[src/rtl/lcd_pkg.sv]
`default_nettype none
// ============================================================================
// Module      : lcd_pkg
// Description : Shared types and constants for the HD44780 bus sequencer:
//               state encoding, controller command bytes, init ROM and
//               DDRAM address helpers.
// Revision    : 1.0 - initial release
// ============================================================================
package lcd_pkg;

    // Sequencer state encoding (explicit 3-bit width)
    typedef logic [2:0] lcd_state_t;
    localparam lcd_state_t S_PWRUP = 3'd0;
    localparam lcd_state_t S_SETUP = 3'd1;
    localparam lcd_state_t S_EN_HI = 3'd2;
    localparam lcd_state_t S_WAIT  = 3'd3;
    localparam lcd_state_t S_IDLE  = 3'd4;

    // HD44780 command bytes
    localparam logic [7:0] CMD_FUNC_SET  = 8'h38;
    localparam logic [7:0] CMD_DISP_ON   = 8'h0C;
    localparam logic [7:0] CMD_CLEAR     = 8'h01;
    localparam logic [7:0] CMD_HOME      = 8'h02;
    localparam logic [7:0] CMD_ENTRY     = 8'h06;
    localparam logic [7:0] CMD_SET_DDRAM = 8'h80;

    // DDRAM base address of each display row
    localparam logic [7:0] ROW0_BASE = 8'h00;
    localparam logic [7:0] ROW1_BASE = 8'h40;

    // Init ROM, issued in index order after the power-up delay
    localparam int         INIT_LEN   = 4;
    localparam logic [7:0] INIT_ROM_0 = CMD_FUNC_SET;
    localparam logic [7:0] INIT_ROM_1 = CMD_DISP_ON;
    localparam logic [7:0] INIT_ROM_2 = CMD_CLEAR;
    localparam logic [7:0] INIT_ROM_3 = CMD_ENTRY;

    function automatic logic [7:0] init_cmd(input logic [1:0] idx);
        logic [7:0] cmd;
        case (idx)
            2'd0:    cmd = INIT_ROM_0;
            2'd1:    cmd = INIT_ROM_1;
            2'd2:    cmd = INIT_ROM_2;
            default: cmd = INIT_ROM_3;
        endcase
        return cmd;
    endfunction

    // 7-bit DDRAM address of a (row, column) position
    function automatic logic [6:0] ddram_addr(input logic row, input logic [3:0] col);
        logic [7:0] base;
        base = row ? ROW1_BASE : ROW0_BASE;
        return base[6:0] | {3'b000, col};
    endfunction

    // Set-DDRAM-address command byte for a (row, column) position
    function automatic logic [7:0] ddram_cmd(input logic row, input logic [3:0] col);
        return CMD_SET_DDRAM | {1'b0, ddram_addr(row, col)};
    endfunction

endpackage
`default_nettype wire

[src/rtl/lcd_bus_timer.sv]
`default_nettype none
// ============================================================================
// Module      : lcd_bus_timer
// Description : Wait timer shared by every sequencer state. Cleared on state
//               entry, counts elapsed cycles (saturating, never wraps) and
//               flags the last cycle of an i_limit-cycle interval.
// Revision    : 1.0 - initial release
// ============================================================================
module lcd_bus_timer #(
    parameter int WIDTH = 21
) (
    input  logic             i_clk,
    input  logic             i_rst,
    input  logic             i_clear,
    input  logic [WIDTH-1:0] i_limit,
    output logic             o_done
);

    logic [WIDTH-1:0] r_count;

    // Elapsed-cycle counter, restarted on every state entry, holds at all-ones
    always_ff @(posedge i_clk or negedge i_rst) begin
        if (!i_rst) begin
            r_count <= '0;
        end else if (i_clear) begin
            r_count <= '0;
        end else if (r_count != '1) begin
            r_count <= r_count + WIDTH'(1);
        end
    end

    // Current cycle is the last one of the requested interval (i_limit >= 1)
    assign o_done = (r_count == (i_limit - WIDTH'(1)));

endmodule
`default_nettype wire

[src/rtl/lcd_bus_sequencer.sv]
`default_nettype none
// ============================================================================
// Module      : lcd_bus_sequencer
// Description : HD44780 8-bit bus controller. Runs the power-up delay and the
//               four-command init sequence, then serves single-character
//               writes as set-DDRAM-address + data-write bus transactions.
//               Optional macro LCD_ADDR_SKIP_EN: track the LCD cursor and skip
//               the address phase when the request hits the current cursor.
// Revision    : 1.0 - initial release
// ============================================================================
module lcd_bus_sequencer
    import lcd_pkg::*;
#(
    parameter int T_PWRUP_CYC = 750000,
    parameter int T_EN_CYC    = 25,
    parameter int T_CMD_CYC   = 2000,
    parameter int T_CLR_CYC   = 82000
) (
    input  logic       i_clk,
    input  logic       i_rst,
    input  logic       i_start,
    input  logic [7:0] i_address,
    input  logic [7:0] i_character,
    output logic       o_busy,
    output logic       o_init_done,
    output logic [7:0] o_lcd_data,
    output logic       o_lcd_rs,
    output logic       o_lcd_rw,
    output logic       o_lcd_en,
    output logic       o_lcd_on,
    output logic       o_lcd_blon
);

    localparam int c_max_ab    = (T_PWRUP_CYC > T_EN_CYC)  ? T_PWRUP_CYC : T_EN_CYC;
    localparam int c_max_cd    = (T_CMD_CYC   > T_CLR_CYC) ? T_CMD_CYC   : T_CLR_CYC;
    localparam int c_max_cyc   = (c_max_ab    > c_max_cd)  ? c_max_ab    : c_max_cd;
    localparam int c_timer_w   = $clog2(c_max_cyc) + 1;

    localparam logic [c_timer_w-1:0] c_lim_pwrup = c_timer_w'(T_PWRUP_CYC);
    localparam logic [c_timer_w-1:0] c_lim_en    = c_timer_w'(T_EN_CYC);
    localparam logic [c_timer_w-1:0] c_lim_cmd   = c_timer_w'(T_CMD_CYC);
    localparam logic [c_timer_w-1:0] c_lim_clr   = c_timer_w'(T_CLR_CYC);
    localparam logic [c_timer_w-1:0] c_lim_one   = c_timer_w'(1);

    lcd_state_t       r_state;
    lcd_state_t       w_state_nxt;
    logic [7:0]       r_lcd_data;
    logic [7:0]       w_data_nxt;
    logic             r_lcd_rs;
    logic             w_rs_nxt;
    logic             r_lcd_en;
    logic [1:0]       r_init_idx;
    logic [1:0]       w_idx_nxt;
    logic             r_busy;
    logic             w_busy_nxt;
    logic             r_init_done;
    logic             w_init_done_nxt;
    logic [7:0]       r_char;
    logic             w_accept;
    logic             w_skip;
    logic             w_tmr_clear;
    logic [c_timer_w-1:0] w_tmr_limit;
    logic             w_tmr_done;
    logic             w_unused_addr;

    // Row/column fields only; the top three address bits carry no meaning
    assign w_unused_addr = &{1'b0, i_address[7:5]};

    // Interval length of the current state; clear/home need the long wait
    always_comb begin
        w_tmr_limit = c_lim_one;
        case (r_state)
            S_PWRUP: w_tmr_limit = c_lim_pwrup;
            S_EN_HI: w_tmr_limit = c_lim_en;
            S_WAIT:  w_tmr_limit = (!r_lcd_rs && (r_lcd_data == CMD_CLEAR || r_lcd_data == CMD_HOME))
                                   ? c_lim_clr : c_lim_cmd;
            default: w_tmr_limit = c_lim_one;
        endcase
    end

    assign w_tmr_clear = (w_state_nxt != r_state);

    lcd_bus_timer #(
        .WIDTH (c_timer_w)
    ) u_timer (
        .i_clk   (i_clk),
        .i_rst   (i_rst),
        .i_clear (w_tmr_clear),
        .i_limit (w_tmr_limit),
        .o_done  (w_tmr_done)
    );

    // Next-state logic: init sequencing, address/data phases, request accept
    always_comb begin
        w_state_nxt     = r_state;
        w_data_nxt      = r_lcd_data;
        w_rs_nxt        = r_lcd_rs;
        w_idx_nxt       = r_init_idx;
        w_busy_nxt      = r_busy;
        w_init_done_nxt = r_init_done;
        w_accept        = 1'b0;
        case (r_state)
            S_PWRUP: begin
                if (w_tmr_done) begin
                    w_state_nxt = S_SETUP;
                    w_data_nxt  = init_cmd(2'd0);
                    w_rs_nxt    = 1'b0;
                end
            end
            S_SETUP: begin
                w_state_nxt = S_EN_HI;
            end
            S_EN_HI: begin
                if (w_tmr_done) begin
                    w_state_nxt = S_WAIT;
                end
            end
            S_WAIT: begin
                if (w_tmr_done) begin
                    if (!r_init_done) begin
                        if (r_init_idx == 2'(INIT_LEN - 1)) begin
                            w_state_nxt     = S_IDLE;
                            w_busy_nxt      = 1'b0;
                            w_init_done_nxt = 1'b1;
                        end else begin
                            w_state_nxt = S_SETUP;
                            w_idx_nxt   = r_init_idx + 2'd1;
                            w_data_nxt  = init_cmd(r_init_idx + 2'd1);
                        end
                    end else if (!r_lcd_rs) begin
                        // Address phase finished: move on to the data phase
                        w_state_nxt = S_SETUP;
                        w_data_nxt  = r_char;
                        w_rs_nxt    = 1'b1;
                    end else begin
                        // Data phase finished; busy drops one cycle later in idle
                        w_state_nxt = S_IDLE;
                    end
                end
            end
            S_IDLE: begin
                if (r_busy) begin
                    w_busy_nxt = 1'b0;
                end else if (i_start) begin
                    w_accept    = 1'b1;
                    w_busy_nxt  = 1'b1;
                    w_state_nxt = S_SETUP;
                    if (w_skip) begin
                        w_data_nxt = i_character;
                        w_rs_nxt   = 1'b1;
                    end else begin
                        w_data_nxt = ddram_cmd(i_address[4], i_address[3:0]);
                        w_rs_nxt   = 1'b0;
                    end
                end
            end
            default: begin
                w_state_nxt = S_PWRUP;
            end
        endcase
    end

    // State and bus registers; async reset aborts any transaction and drops EN
    always_ff @(posedge i_clk or negedge i_rst) begin
        if (!i_rst) begin
            r_state     <= S_PWRUP;
            r_lcd_data  <= 8'h00;
            r_lcd_rs    <= 1'b0;
            r_lcd_en    <= 1'b0;
            r_init_idx  <= 2'd0;
            r_busy      <= 1'b1;
            r_init_done <= 1'b0;
            r_char      <= 8'h00;
        end else begin
            r_state     <= w_state_nxt;
            r_lcd_data  <= w_data_nxt;
            r_lcd_rs    <= w_rs_nxt;
            r_lcd_en    <= (w_state_nxt == S_EN_HI);
            r_init_idx  <= w_idx_nxt;
            r_busy      <= w_busy_nxt;
            r_init_done <= w_init_done_nxt;
            if (w_accept) begin
                r_char <= i_character;
            end
        end
    end

`ifdef LCD_ADDR_SKIP_EN
    logic       r_cur_valid;
    logic [6:0] r_cur_addr;
    logic       r_row;
    logic [3:0] r_col;
    logic       w_data_done;

    assign w_skip      = r_cur_valid && (r_cur_addr == ddram_addr(i_address[4], i_address[3:0]));
    assign w_data_done = (r_state == S_WAIT) && w_tmr_done && r_init_done && r_lcd_rs;

    // Mirror the LCD's auto-incrementing cursor; unknown after reset/clear and
    // after the last cell of row 1, where the controller leaves the visible area
    always_ff @(posedge i_clk or negedge i_rst) begin
        if (!i_rst) begin
            r_cur_valid <= 1'b0;
            r_cur_addr  <= 7'h00;
            r_row       <= 1'b0;
            r_col       <= 4'h0;
        end else begin
            if (w_accept) begin
                r_row <= i_address[4];
                r_col <= i_address[3:0];
            end
            if (w_data_done) begin
                r_cur_valid <= !(r_row && (r_col == 4'hF));
                r_cur_addr  <= ddram_addr(r_row, r_col) + 7'd1;
            end
        end
    end
`else
    assign w_skip = 1'b0;
`endif

    assign o_busy      = r_busy;
    assign o_init_done = r_init_done;
    assign o_lcd_data  = r_lcd_data;
    assign o_lcd_rs    = r_lcd_rs;
    assign o_lcd_en    = r_lcd_en;
    assign o_lcd_rw    = 1'b0;
    assign o_lcd_on    = 1'b1;
    assign o_lcd_blon  = 1'b1;

endmodule
`default_nettype wire

[config.mk]
export PLATFORM = sky130hd
export DESIGN_NAME = lcd_bus_sequencer
export DESIGN_NICKNAME = d
export VERILOG_FILES = /design/src/rtl/lcd_pkg.sv /design/src/rtl/lcd_bus_timer.sv /design/src/rtl/lcd_bus_sequencer.sv
export SDC_FILE = /design/constraint.sdc
export NUM_CORES = 1
export LEC_CHECK = 0
export CORE_MARGIN = 3
export CORE_UTILIZATION = 60
export DETAILED_ROUTE_END_ITERATION = 12
export GPL_ROUTABILITY_DRIVEN = 0
export PLACE_DENSITY = 0.87
export SYNTH_ARGS = -nofsm -noshare
export SYNTH_HDL_FRONTEND = slang
export SYNTH_SLANG_ARGS = --single-unit
export TNS_END_PERCENT = 1
[constraint.sdc]
create_clock -name i_clk -period 3.39 [get_ports i_clk]
set_input_delay 0.8475 -clock i_clk [delete_from_list [all_inputs] [get_ports i_clk]]
set_output_delay 0.8475 -clock i_clk [all_outputs]
set_load 0.1 [all_outputs]
==> run_results.csv <==
group,metric,value,unit
routing,drc_errors,0,
critical_path,cp.required,3.58,ns
critical_path,worstPathMaxFanout,16,
sta,holdWs,0.511,ns
clocking,htreeDepth,2,
routing,wirelength,5680,um
power_and_ir_drop,total_power,0.000938,W
sta,setup_viol,0,
synthesis,syn_area,2660,um^2
clocking,ctsResizeCount,0,
synthesis,synth-seq-area-share,43.3,%
floorplan,core,4140,um^2
floorplan,start_util,64.3,%
power_and_ir_drop,powerDensity,314,nW/um^2
routing,final_antenna_net_count,0,
synthesis,synth_cells,289,
grt,grt_pass1_vias,2106,
sta,relSlewSlack,32.0,%
critical_path,r2r-start,"r_state[0]$_DFF_PN0_",
floorplan,row_count,23,
sta,fin_ws,0.699,ns
clocking,clk_latency,0.30,ns
synthesis,ys.flop_type,"dfrtp_1",
cells_and_area,syn2layout_area_growth,12.0,%
synthesis,ys_seq_elements,46,
placed_design,dp_hpwl,3960,um
placed_design,io_buffer_count,27,
cells_and_area,diodes,0,
critical_path,startpoint,"r_state[0]$_DFF_PN0_",
grt,track_usage,24.0,%
critical_path,endpoint_kind,"register",
synthesis,post_synth.cell_area_avg,9.22,um^2
placed_design,dp_slack,0.745,ns
power_and_ir_drop,vdd_drop_max,0.286,mV
cells_and_area,fillers,329,
synthesis,ys.warnings.count,0,
routing,drt_pass1_iterations,4,
grt,grt_max_degree,47,
clocking,post_cts_buffers,0,
floorplan,die_area,5280,um^2
clocking,cts_buffers,5,
power_and_ir_drop,p_leak,1.42,nW
clocking,cts_hold_repair.buffers,0,
routing,wl_per_cell,15.7,um
clocking,root_buffer,"clkbuf_8",
sta,hold_violations,0,
grt,grt_pass1_wl,9990,um
sta,tightest_slew,1.02,ns
routing,drt_iter0_markers,251,
sta,rsz0062_at_grt,"false",
synthesis,synth_edf_count,0,
clocking,clock_path_buffers,2,
floorplan,die_y,72.6,um
run,cap_viol_max_count,0,
sta,fin_crit_sh,79.4,%
clocking,clkSlewWorstSetupHoldPaths,0.08,ns
grt,grt_overflow_total,0,
clocking,cts_tree,"built",
floorplan,boundaryPins,34,
status,outcome,"completed",
synthesis,synthArstFlopShare,100,%
cells_and_area,multi_input_area,1390,um^2
floorplan,fp.dieW,72.6,um
routing,num_vias,2189,
min_path,holdCritPathClass,"reg2reg",
critical_path,cp.arrival,2.88,ns
cells_and_area,drive_gt1_share,12.2,%
cells_and_area,seq_area,1150,um^2
sta,skew,0.00498,ns
grt,antenna_found_initial,0,
critical_path,worstSetupPathType,"reg2reg",
min_path,min-delay-start,"r_char[5]$_DFFE_PN0P_",
sta,max_freq,372,MHz
clocking,clock-sinks,46,
synthesis,synth_cell_types,50,
cells_and_area,nets,334,
sta,fin_setup_tns,0,ns
sta,min_period,2.69,ns
critical_path,cp-start-kind,"register",
routing,via_per_inst,6.05,
sta,maxSlewViolCount,0,
kinds of logic (layout without fill, tap and decap cells):
family | Yosys count | count (layout) | share of synthesized area [%]
DFF | 46 | 46 | 43.3
buffers and inverters | 24 | 46 | 4.84
xor gates and xnor gates | 18 | 18 | 5.92
and+or+nand+nor | 131 | 131 | 24.4
other | 2 | 3 | 0.282
muxes | 18 | 18 | 7.70
adders and majority gates | 4 | 4 | 1.88
AOI/OAI and AO/OA | 46 | 46 | 11.7
registers in the layout, indices dropped and copies added, names as in the netlist:
| name | flops |
|---|---|
| o_busy | 1 |
| o_init_done | 1 |
| o_lcd_data | 8 |
| o_lcd_en | 1 |
| o_lcd_rs | 1 |
| r_char | 8 |
| r_init_idx | 2 |
| r_state | 3 |
| u_timer.r_count | 21 |
layout make-up:
cell class	instances	share of cell area (%)
Sequential cell	46	38.6
Multi-Input combinational cell	220	46.5
Inverter	7	0.881
Clock buffer	7	2.89
Clock inverter	1	0.168
Tap cell	50	2.10
Timing Repair Buffer	31	8.89
routing by layer:
layer  GRT usage, %  vias to the layer above  wire length (um)
li1               -                     1055                 -
met3           5.10                        9               210
met5              0                        -                 0
met4           7.17                        0                86
met2           38.2                       50              2690
met1           33.2                     1075              2690
worst max-delay path: stages, from the launching register on:
cell       delay (ns)
dfrtp_1          0.70
nand2_1          0.19
nor2_2           0.32
nand3_1          0.14
a32oi_1          0.24
nand4bb_1        0.15
buf_4            0.21
or4_1            0.47
xnor2_1          0.15
power breakdown:
part / internal, W / switching (W)
sequential: 0.000548 / 0
combinational: 0.0000148 / 0.0000274
clock: 0.000165 / 0.000183
total: 0.000728 / 0.000211
cells in the mapped netlist (4+ instances only):
library cell | number | area (um^2)
a21oi_1 | 13 | 65.1
and2_1 | 5 | 31.3
and3_1 | 5 | 31.3
buf_2 | 4 | 20.0
buf_4 | 5 | 37.5
clkbuf_1 | 6 | 22.5
dfrtp_1 | 45 | 1130
ha_1 | 4 | 50.1
inv_1 | 7 | 26.3
mux2_2 | 8 | 90.1
mux2i_1 | 7 | 70.1
nand2_1 | 24 | 90.1
nand3_1 | 9 | 45.0
nor2_1 | 47 | 176
nor2b_1 | 4 | 25.0
nor3_1 | 15 | 75.1
nor4_1 | 4 | 25.0
o21ai_0 | 8 | 40.0
o31a_1 | 4 | 35.0
xnor2_1 | 7 | 61.3
xor2_1 | 11 | 96.3
worst paths after layout:
| kind | end | slack (ns) | depth (start not counted) |
|---|---|---|---|
| setup reg to reg | r_init_idx[0]$_DFFE_PN0P_ | 0.70 | 8 |
| max in group asynchronous | u_timer.r_count[7]$_DFFE_PN0P_ | 2.04 | 1 |
| min in group asynchronous | r_char[6]$_DFFE_PN0P_ | 0.72 | 1 |
| setup / recovery | r_init_idx[0]$_DFFE_PN0P_ | 0.70 | 8 |
| hold reg to reg | r_char[5]$_DFFE_PN0P_ | 0.51 | 1 |
| hold / removal | r_char[5]$_DFFE_PN0P_ | 0.51 | 1 |
per-stage QoR:
| stage | area [um^2] | std cells | utilization [%] |
|---|---|---|---|
| global placement | 2890 | 354 | 69.8 |
| finish | 2980 | 362 | 72.0 |
| floorplan | 2670 | 290 | - |
| global route | 2980 | 362 | 72.0 |
| CTS | 2980 | 362 | 72.0 |
| detailed placement | 2890 | 354 | 69.8 |
cell usage in the layout (no fill, tap or decap), types with 5 or more instances in the layout:
master and n:
nand3_1 9, o21ai_0 8, buf_4 16, and2_1 5, clkdlybuf4s50_1 14, nor3_1 15, mux2_2 8, xor2_1 11
inv_1 7, nor2_1 47, xnor2_1 7, clkbuf_8 6, and3_1 5, nand2_1 24, a21oi_1 13, mux2i_1 7
dfrtp_1 45
Note: power is estimated with default switching activity, not from simulation.
==> edit: new RTL, same flow settings <==
Put one more register stage on the output `o_lcd_en`, without a reset. The value now appears one clock later. The other outputs are not delayed to match.
--- a/src/rtl/lcd_bus_sequencer.sv
+++ b/src/rtl/lcd_bus_sequencer.sv
@@ -224,3 +224,5 @@
     assign o_lcd_rs    = r_lcd_rs;
-    assign o_lcd_en    = r_lcd_en;
+    always_ff @(posedge i_clk) begin
+        o_lcd_en <= r_lcd_en;
+    end
     assign o_lcd_rw    = 1'b0;
Formal check against the unedited RTL: no difference found for any inputs over 10 cycles, from zero or initial values and one cycle with i_rst low; that may be too few to reach the edited logic, so the function may still have changed.
==> edit against the original RTL <==
- power is 9.6% higher
- routed wire length is 6.2% lower
- sequential cell count is 1 higher
- sequential power is 2% higher
- worst setup slack worse by 0.10 ns
- die area is 2.2% lower
- area after synthesis is 2.3% lower
- combinational power is 13% higher
- final area is 0.84% lower
- highest routed layer unchanged
==> edit: results (changes against the original RTL) <==
status=finished clean; leakage=1.33 nW (-6.3%); wire length on met2=2.44 mm (-9.5%); post-synthesis sequential area ratio=0.451 (+0.0181); hold slack=0.349 ns (-0.162 ns); DP Area=2840 um2 (-1.8%); Setup crit end=o_lcd_data[3]$_DFFE_PN0P_; worst vdd ir=0.265 mV (-7.3%); total wire length=5.33 mm (-6.2%); R2R setup slack=0.60 ns (-0.10 ns); asr flop ratio synth=0.979 (-0.0213); critical path's largest stage delay=0.54 ns (-0.16 ns); HP Start=r_lcd_en$_DFF_PN0_; met1 Usage GRT=0.324 (-0.00824); max_slew headroom=0.354 (+0.0335); Worst Path Max Fanout=14 (-2); Metal-1 WL=2.59 mm (-3.6%); gr usage total=0.221 (-0.0191); Met3 Wirelength=274 um (+30%); unique cell type count in the Yosys netlist=51 (+2.0%); Hold Path End=o_lcd_en$_DFF_P_; FF-to-FF Start=r_state[2]$_DFF_PN0_; vias in the first global route=1,913 (-9.2%); post-synthesis mux area share=0.0717 (-0.00536); DRT iter0 DRCs=241 (-4.0%)
[edit: final cells by class]
cell class,instances,share of cell area
tap,50,0.0211
sequential,47,0.396
clock buffer,6,0.0279
timing repair buffer,29,0.0846
multi-input combinational,212,0.447
clock inverter,2,0.0118
inverter,9,0.0114
[edit: power breakdown]
part           switching, mW  internal [mW]  total (mW)
clock network          0.181          0.239       0.420
registers           0.000549          0.561       0.561
logic                 0.0315         0.0161      0.0476
total                  0.213          0.815        1.03
[edit: worst max-delay path: cells and delay by family, from the launching register on]
family / cells / cell delay, ns
AO/OA/AOI/OAI: 3 / 1.02
flip-flops: 1 / 0.54
multiplexers: 1 / 0.34
AND/OR/NAND/NOR: 3 / 0.79
[edit: per-stage QoR]
stage	total power [mW]	util	worst slack (ns)
floorplan	0.595	-	0.768
global placement	0.621	0.695	0.709
detailed placement	0.621	0.695	0.668
CTS	1.04	0.724	0.636
global route	1.06	0.724	0.440
finish	1.03	0.724	0.598
